File: config.mk
export PLATFORM = sky130hd
export DESIGN_NAME = y86_regfile_sb
export DESIGN_NICKNAME = d
export VERILOG_FILES = /design/src/rtl/y86_regfile_sb.sv
export SDC_FILE = /design/constraint.sdc
export NUM_CORES = 2
export LEC_CHECK = 0
export CAP_MARGIN = 30
export CORE_ASPECT_RATIO = 1.75
export CORE_MARGIN = 5
export CORE_UTILIZATION = 50
export CTS_BUF_LIST = sky130_fd_sc_hd__clkbuf_8
export CTS_CLUSTER_DIAMETER = 60
export DETAILED_ROUTE_END_ITERATION = 10
export MAX_ROUTING_LAYER = met4
export PLACE_DENSITY = 0.68
export SLEW_MARGIN = 20
export SYNTH_ARGS = -nofsm -noshare
export SYNTH_HDL_FRONTEND = slang
export SYNTH_SLANG_ARGS = --single-unit
File: constraint.sdc
create_clock -name clk -period 4.8 [get_ports clk]
set_input_delay 0.96 -clock clk [delete_from_list [all_inputs] [get_ports clk]]
set_output_delay 0.96 -clock clk [all_outputs]
set_load 0.005 [all_outputs]
File: src/rtl/y86_regfile_sb.sv
// y86_regfile_sb: register file plus per-register pending-write scoreboard for the pipelined
// Y86 core.
//
// Ports:
//   clk, reset_n               clock and asynchronous active-low reset
//   wr_e_* / wr_m_*            writeback ports (E and M stage); M wins on a same-register clash
//   rd_a_* / rd_b_*            combinational decode read ports: data plus pending-write flag
//   iss_valid, iss_dst_e/m     instruction issue from decode, with its two destinations
//   iss_ready                  scoreboard can accept the issued destinations
//   flush                      drops all pending counts (misprediction)
//
// Address all-ones is RNONE: never stored, reads as 0 and not busy.
//
// Build option: define REGFILE_BYPASS_EN to forward same-cycle write data to the read ports
// and to discount same-cycle writebacks from the busy flags.

`timescale 1ns/1ps

module y86_regfile_sb #(
    parameter int unsigned DATA_W = 32,
    parameter int unsigned ADDR_W = 4,
    parameter int unsigned CNT_W  = 2
) (
    input  logic              clk,
    input  logic              reset_n,
    input  logic              wr_e_en,
    input  logic [ADDR_W-1:0] wr_e_addr,
    input  logic [DATA_W-1:0] wr_e_data,
    input  logic              wr_m_en,
    input  logic [ADDR_W-1:0] wr_m_addr,
    input  logic [DATA_W-1:0] wr_m_data,
    input  logic [ADDR_W-1:0] rd_a_addr,
    output logic [DATA_W-1:0] rd_a_data,
    output logic              rd_a_busy,
    input  logic [ADDR_W-1:0] rd_b_addr,
    output logic [DATA_W-1:0] rd_b_data,
    output logic              rd_b_busy,
    input  logic              iss_valid,
    input  logic [ADDR_W-1:0] iss_dst_e,
    input  logic [ADDR_W-1:0] iss_dst_m,
    output logic              iss_ready,
    input  logic              flush
);

    localparam int unsigned       NREG    = (2 ** ADDR_W) - 1;
    localparam logic [ADDR_W-1:0] RNONE   = '1;
    // Counter arithmetic runs two bits wider so cnt + 2 never wraps before the compare.
    localparam logic [CNT_W+1:0]  CNT_MAX = (CNT_W + 2)'((2 ** CNT_W) - 1);

    logic [DATA_W-1:0] regQ [NREG];
    logic [DATA_W-1:0] regD [NREG];
    logic [CNT_W-1:0]  cntQ [NREG];
    logic [CNT_W-1:0]  cntD [NREG];
    logic [1:0]        incRaw [NREG];  // destinations hitting each register, ignoring valid
    logic [1:0]        decCnt [NREG];  // enabled writebacks hitting each register
    logic              issAccept;

    // Per-register hit counts and the conservative ready check (same-cycle writes ignored).
    always_comb begin
        iss_ready = 1'b1;
        for (int i = 0; i < NREG; i++) begin
            incRaw[i] = {1'b0, iss_dst_e == ADDR_W'(i)} + {1'b0, iss_dst_m == ADDR_W'(i)};
            decCnt[i] = {1'b0, wr_e_en && (wr_e_addr == ADDR_W'(i))}
                      + {1'b0, wr_m_en && (wr_m_addr == ADDR_W'(i))};
            if (({2'b00, cntQ[i]} + {CNT_W'(0), incRaw[i]}) > CNT_MAX) begin
                iss_ready = 1'b0;
            end
        end
    end

    assign issAccept = iss_valid && iss_ready && !flush;

    // Net counter update: increments and decrements applied together, clamped at zero.
    // Accepted issues guarantee cnt + inc <= max, so the truncation below never loses bits.
    always_comb begin
        logic [1:0]       inc;
        logic [CNT_W+1:0] tot;
        logic [CNT_W+1:0] decW;
        inc  = 2'b00;
        tot  = '0;
        decW = '0;
        for (int i = 0; i < NREG; i++) begin
            inc  = issAccept ? incRaw[i] : 2'b00;
            tot  = {2'b00, cntQ[i]} + {CNT_W'(0), inc};
            decW = {CNT_W'(0), decCnt[i]};
            if (flush) begin
                cntD[i] = '0;
            end else if (tot > decW) begin
                cntD[i] = CNT_W'(tot - decW);
            end else begin
                cntD[i] = '0;
            end
        end
    end

    // Data writes: M is applied after E so it wins a same-register clash.
    always_comb begin
        for (int i = 0; i < NREG; i++) begin
            regD[i] = regQ[i];
            if (wr_e_en && (wr_e_addr == ADDR_W'(i))) begin
                regD[i] = wr_e_data;
            end
            if (wr_m_en && (wr_m_addr == ADDR_W'(i))) begin
                regD[i] = wr_m_data;
            end
        end
    end

    always_ff @(posedge clk or negedge reset_n) begin
        if (!reset_n) begin
            for (int i = 0; i < NREG; i++) begin
                regQ[i] <= '0;
                cntQ[i] <= '0;
            end
        end else begin
            for (int i = 0; i < NREG; i++) begin
                regQ[i] <= regD[i];
                cntQ[i] <= cntD[i];
            end
        end
    end

    function automatic logic [DATA_W-1:0] readData(input logic [ADDR_W-1:0] addr);
        logic [DATA_W-1:0] val;
        val = '0;
        if (addr != RNONE) begin
            val = regQ[addr];
`ifdef REGFILE_BYPASS_EN
            // Gated by reset_n so the read ports stay at zero while reset is held.
            if (reset_n && wr_e_en && (wr_e_addr == addr)) begin
                val = wr_e_data;
            end
            if (reset_n && wr_m_en && (wr_m_addr == addr)) begin
                val = wr_m_data;
            end
`endif
        end
        return val;
    endfunction

    function automatic logic readBusy(input logic [ADDR_W-1:0] addr);
        logic busy;
        busy = 1'b0;
        if (addr != RNONE) begin
`ifdef REGFILE_BYPASS_EN
            busy = {2'b00, cntQ[addr]} > {CNT_W'(0), decCnt[addr]};
`else
            busy = cntQ[addr] != '0;
`endif
        end
        return busy;
    endfunction

    always_comb begin
        rd_a_data = readData(rd_a_addr);
        rd_a_busy = readBusy(rd_a_addr);
        rd_b_data = readData(rd_b_addr);
        rd_b_busy = readBusy(rd_b_addr);
    end

endmodule

Yosys cells after proc, flatten, opt, wreduce, memory -nomap -nowiden
Cells that the tools add are included.
Widths: inputs -> output; s select.
- memories: 0
- flip-flop bits (word level): 510
- output and inout port bits: 67
- input port bits: 94
- memory bits (writable): 0
- word-level logic and storage cells: 357
- bits in latches: 0
- bits in read-only memories: 0
- $mul: 0
- reductions and logical operators: 54
- add/sub/neg operators: 75
- shift operators: 0
- multiplexer cells: 106
- $lt $le $gt $ge: 32
- equal/unequal tests: 58
- bitwise gates (word level): 2
- divide/modulo/power cells: 0
- operator list (kind ; count):
    $mux 32 ; 36
    $bmux 32 s4 ; 2
    $eq 4x4->1 const B ; 28
    $mux 2 ; 49
    $add 2x2->3 ; 30
    $eq 4x3->1 const B ; 16
    $add 1x1->2 ; 30
    $gt 3x2->1 ; 15
    $gt 3x2->1 const B ; 15
    $reduce_bool 2->1 ; 17
    $eq 4x2->1 const B ; 8
    $logic_and 1x1->1 ; 32
    $sub 2x2->2 ; 15
    $mux 1 ; 17
    $bmux 2 s4 ; 2
    $eq 4x1->1 const B ; 4
    $logic_not 4->1 ; 4
    $ge 5x5->1 const B ; 2
    $not 4->5 ; 2
    $ne 4x4->1 const B ; 2
    $logic_not 1->1 ; 1

Longest topological paths before layout
- depth after elaboration: 26
- mapped depth: 18
- gate-level depth less buffers: 16

Worst setup path after synthesis
Ideal clock, no wire load.
- path kind: input to register
- start point: input port iss_dst_e[1]
- end point: register cntQ[11] (netlist bit)
- buffers on the path: 2
- required time: 4675 ps
- setup slack: 395 ps
- library setup time: 125 ps
- stages on the path: 17
- data arrival time: 4280 ps
- cells stage by stage: nand2b_1 nor3_1 ha_1 ha_1 nand3_1 nand4_1 or4_1 clkbuf_1 buf_2 nor3_1 ha_1 inv_1 fa_1 inv_1 ha_1 nor2b_1 a2111oi_0
- RTL lines (element ; RTL line ; text):
    start: declaration ; 39 ; input logic [ADDR_W-1:0] iss_dst_e,
    end signal: indexed assignment ; 118 ; cntQ[i] <= cntD[i];
    end: declaration ; 52 ; logic [CNT_W-1:0] cntQ [NREG];

Worst setup path after layout
- start point: input port iss_dst_m[3]
- end point: output port iss_ready
- longest elaborated chain between the ends: 19
- elaborated cells on any way between the ends: 75
- classes of those cells: 30 x add/sub; 15 x order compare; 14 x eq/ne; 15 x mux; 1 x reduce/logical
- ends and longest elaborated chain (element ; RTL line ; text):
    start: declaration ; 40 ; input logic [ADDR_W-1:0] iss_dst_m,
    $logic_not 4->1 ; 62 ; incRaw[i] = {1'b0, iss_dst_e == ADDR_W'(i)} + {1'b0, iss_dst_m == ADDR_W'(i)};
    $add 1x1->2 ; 62 ;
    $add 2x2->3 ; 65 ; if (({2'b00, cntQ[i]} + {CNT_W'(0), incRaw[i]}) > CNT_MAX) begin
    $gt 3x2->1 ; 65 ;
    $mux 1 (14 in a row) ; 65 ;
    $mux 1 * ; 65 ;
    end: declaration ; 41 ; output logic iss_ready,
Mark *: on every way between the ends. The rest lies on a longest branch, timed or not.

==> impl_metrics.csv <==
group,metric,value,unit
finish,finish.utilization,56.9,%
drt,drt_iter0_drc,2632,
power_and_ir_drop,seqPwrFrac,45.3,%
critical_path,crit_path_end_kind,"output pin",
global_route,grt_start_max_net_pins,84,
logic_synthesis,synth_nets,3666,
drt,remaining_drc_errors,0,
logic_synthesis,ys_warn_count,0,
clocking,post_cts_buffers,0,
finish,final_cells,4469,
clocking,clock_sinks,510,
finish,final_nets,3714,
placement,place_area,37200,sq um
sta,fin_crit,4.55,ns
logic_synthesis,synthCells,3452,
global_route,antenna_found_initial,6,
sta,slew_headroom,30.4,%
drt,dr.pass1.iters,8,
sta,skew,0.0207,ns
finish,most-common-layout-cells,"619 x nand2_1, 558 x mux2i_1, 510 x dfrtp_1, 489 x o21ai_0, 194 x mux4_2",
sta,worst_slew_pin_slew,1.04,ns
global_route,grt_usage,33.1,%
drt,routed_wl,121000,um
global_route,grt_pass1_vias,29300,
sta,slew_violations,0,
floorplan,ioPinCount,161,
power_and_ir_drop,pwr_density_cell,340,nW/um^2
logic_synthesis,yosysSeqAreaShare,37.1,%
logic_synthesis,avgSynthCellArea,9.96,sq um
critical_path,path_max_fanout,8,
power_and_ir_drop,p_switching,4.26,mW
logic_synthesis,ys_seq_elements,510,
floorplan,die_x,208,um
sta,setup_viol,0,
clocking,cts_max_level,3,
placement,gp_congestion,0.965,
clocking,postCtsHoldBufs,0,
power_and_ir_drop,power_frac_comb,25.7,%
global_route,grt_overflow,0,
critical_path,crit_required,3.84,ns
min_path,hold_class,"in -> async",
sta,finalHoldViolCount,0,
logic_synthesis,synth_flop_cell,"dfrtp_1",
power_and_ir_drop,p_sw_share,32.2,%
drt,ant_nets,0,
critical_path,r2r_cells,13,
sta,period_share,94.7,%
power_and_ir_drop,total_power,13.2,mW
logic_synthesis,synth_edf_count,0,
power_and_ir_drop,p_leak,17.6,nW
logic_synthesis,async_flop_share,100,%
sta,rsz0062_at_grt,"false",
clocking,cts_tree,"yes",
finish,layout_commonest_cell,"nand2_1",
critical_path,arrival,3.59,ns
critical_path,reg2reg_slack,1.03,ns
critical_path,start_kind,"input port",
placement,port_buffers,160,
clocking,cts_root_buffer,"clkbuf_8",
floorplan,rows,127,
logic_synthesis,synth_cell_types,44,
global_route,grt_pass1_wl,182000,um
critical_path,timing.rr.end,"cntQ[25]",
clocking,clk_pin_slew,0.06,ns
floorplan,core,68300,sq um
power_and_ir_drop,peakVddDrop,0.207,mV
placement,placedCellCount,4319,
power_and_ir_drop,intPower,8.97,mW
drt,wl_per_cell,27.0,um
run,cap_viol_max_count,0,
critical_path,crit_type,"in -> out",
power_and_ir_drop,power_frac_clock,29.0,%
sta,max_freq,220,MHz
placement,hpwlAfterDp,73400,um
finish,design_area,38900,sq um
outcome,run_status,"finished clean",
drt,via_per_inst,6.39,
critical_path,r2r_start,"cntQ[17]",
clocking,clkLatencyLatePin,0.70,ns
finish,layout-area-overhead-vs-synth,13.2,%
floorplan,start_util,50.3,%
floorplan,die-area,74300,sq um
floorplan,dieHeight,357,um
clocking,numCtsBuffers,80,
clocking,clk_path_buf_depth,3,
logic_synthesis,syn_area,34400,sq um
finish,drive_gt1_share,14.7,%
drt,vias,28500,
how the worst max path moves through the flow:
| stage | from | to | slack [ns] | cells after the start |
|---|---|---|---|---|
| floorplan | iss_dst_e[1] | cntQ[11] | 0.39 | 17 |
| global placement | iss_dst_e[1] | cntQ[25] | -0.38 | 18 |
| detailed placement | iss_dst_e[1] | cntQ[25] | -0.54 | 18 |
| CTS | iss_dst_m[1] | iss_ready | 0.26 | 13 |
| global route | iss_dst_m[0] | cntQ[29] | 0.04 | 18 |
| finish | iss_dst_m[3] | iss_ready | 0.25 | 13 |
synthesized netlist by cell type, types with 30 or more instances:
master	count	area [sq um]
a211oi_1	43	323
buf_2	53	265
buf_4	41	308
clkbuf_1	217	815
dfrtp_1	510	12800
ha_1	105	1310
inv_1	131	492
mux2i_1	558	5590
mux4_2	194	4370
nand2_1	620	2330
nor2_1	47	176
nor2b_1	54	338
nor3_1	43	215
o21ai_0	489	2450
o21ai_1	30	150
timing repair:
action | CTS | global route
gates resized for setup | 18 | 1
pin swaps | 1 | 0
endpoints found under the setup margin | 1 | 1
hold endpoints to repair | 0 | 0
power groups by stage:
stage	clock network (mW)	registers, mW	logic (mW)
4_1_cts	3.88	5.96	3.39
5_1_grt	4.06	6.10	3.75
3_5_place_dp	0	6.04	3.38
2_1_floorplan	0	5.78	2.25
3_3_place_gp	0	5.98	3.29
6_report	3.83	5.99	3.39
critical path, stage by stage:
cell and delay [ns]:
clkdlybuf4s50_1 0.49, buf_4 0.14, nand2b_1 0.07, buf_4 0.15, nor3_1 0.24, ha_1 0.24
ha_1 0.23, nand3_1 0.09, nand4_1 0.11, or2_4 0.32, buf_4 0.16, nor2_1 0.13
dlygate4sd2_1 0.26
area by class of cell:
| class | count | area [sq um] |
|---|---|---|
| Tap cell | 903 | 1130 |
| Clock inverter | 37 | 191 |
| Sequential cell | 510 | 12800 |
| Inverter | 132 | 495 |
| Timing Repair Buffer | 307 | 3010 |
| Fill cell | 6187 | 29400 |
| Antenna cell | 7 | 17.5 |
| Multi-Input combinational cell | 2469 | 19800 |
| Clock buffer | 104 | 1430 |
registers in the layout (all words and copies together) (netlist names):
register  flops
regQ        480
cntQ         30
through the flow:
| step | setup WS, ns | setup TNS, ns | hold slack (ns) |
|---|---|---|---|
| CTS | 0.263 | 0 | 0.258 |
| global placement | -0.382 | -7.26 | 0.472 |
| floorplan | 0.395 | 0 | 0.461 |
| finish | 0.253 | 0 | 0.217 |
| global route | 0.0365 | 0 | 0.272 |
| detailed placement | -0.536 | -9.68 | 0.484 |
cells by family after synthesis:
| family | after synthesis | synth area share [%] |
|---|---|---|
| AO/OA/AOI/OAI | 726 | 12.2 |
| adder cells (fa/ha/maj) | 120 | 4.70 |
| buffers and inverters | 473 | 6.02 |
| flip-flops | 510 | 37.1 |
| multiplexers | 752 | 29.0 |
| AND/OR/NAND/NOR | 871 | 11.0 |
per-layer routing:
layer | wire [um] | vias to the layer above | GRT usage [%]
met5 | 0 | - | -
met4 | 7460 | 0 | 17.9
met3 | 9220 | 392 | 5.76
met2 | 57500 | 1346 | 52.9
met1 | 46300 | 14300 | 40.2
li1 | - | 12500 | -
No activity file was read; power rests on OpenSTA's default activity.
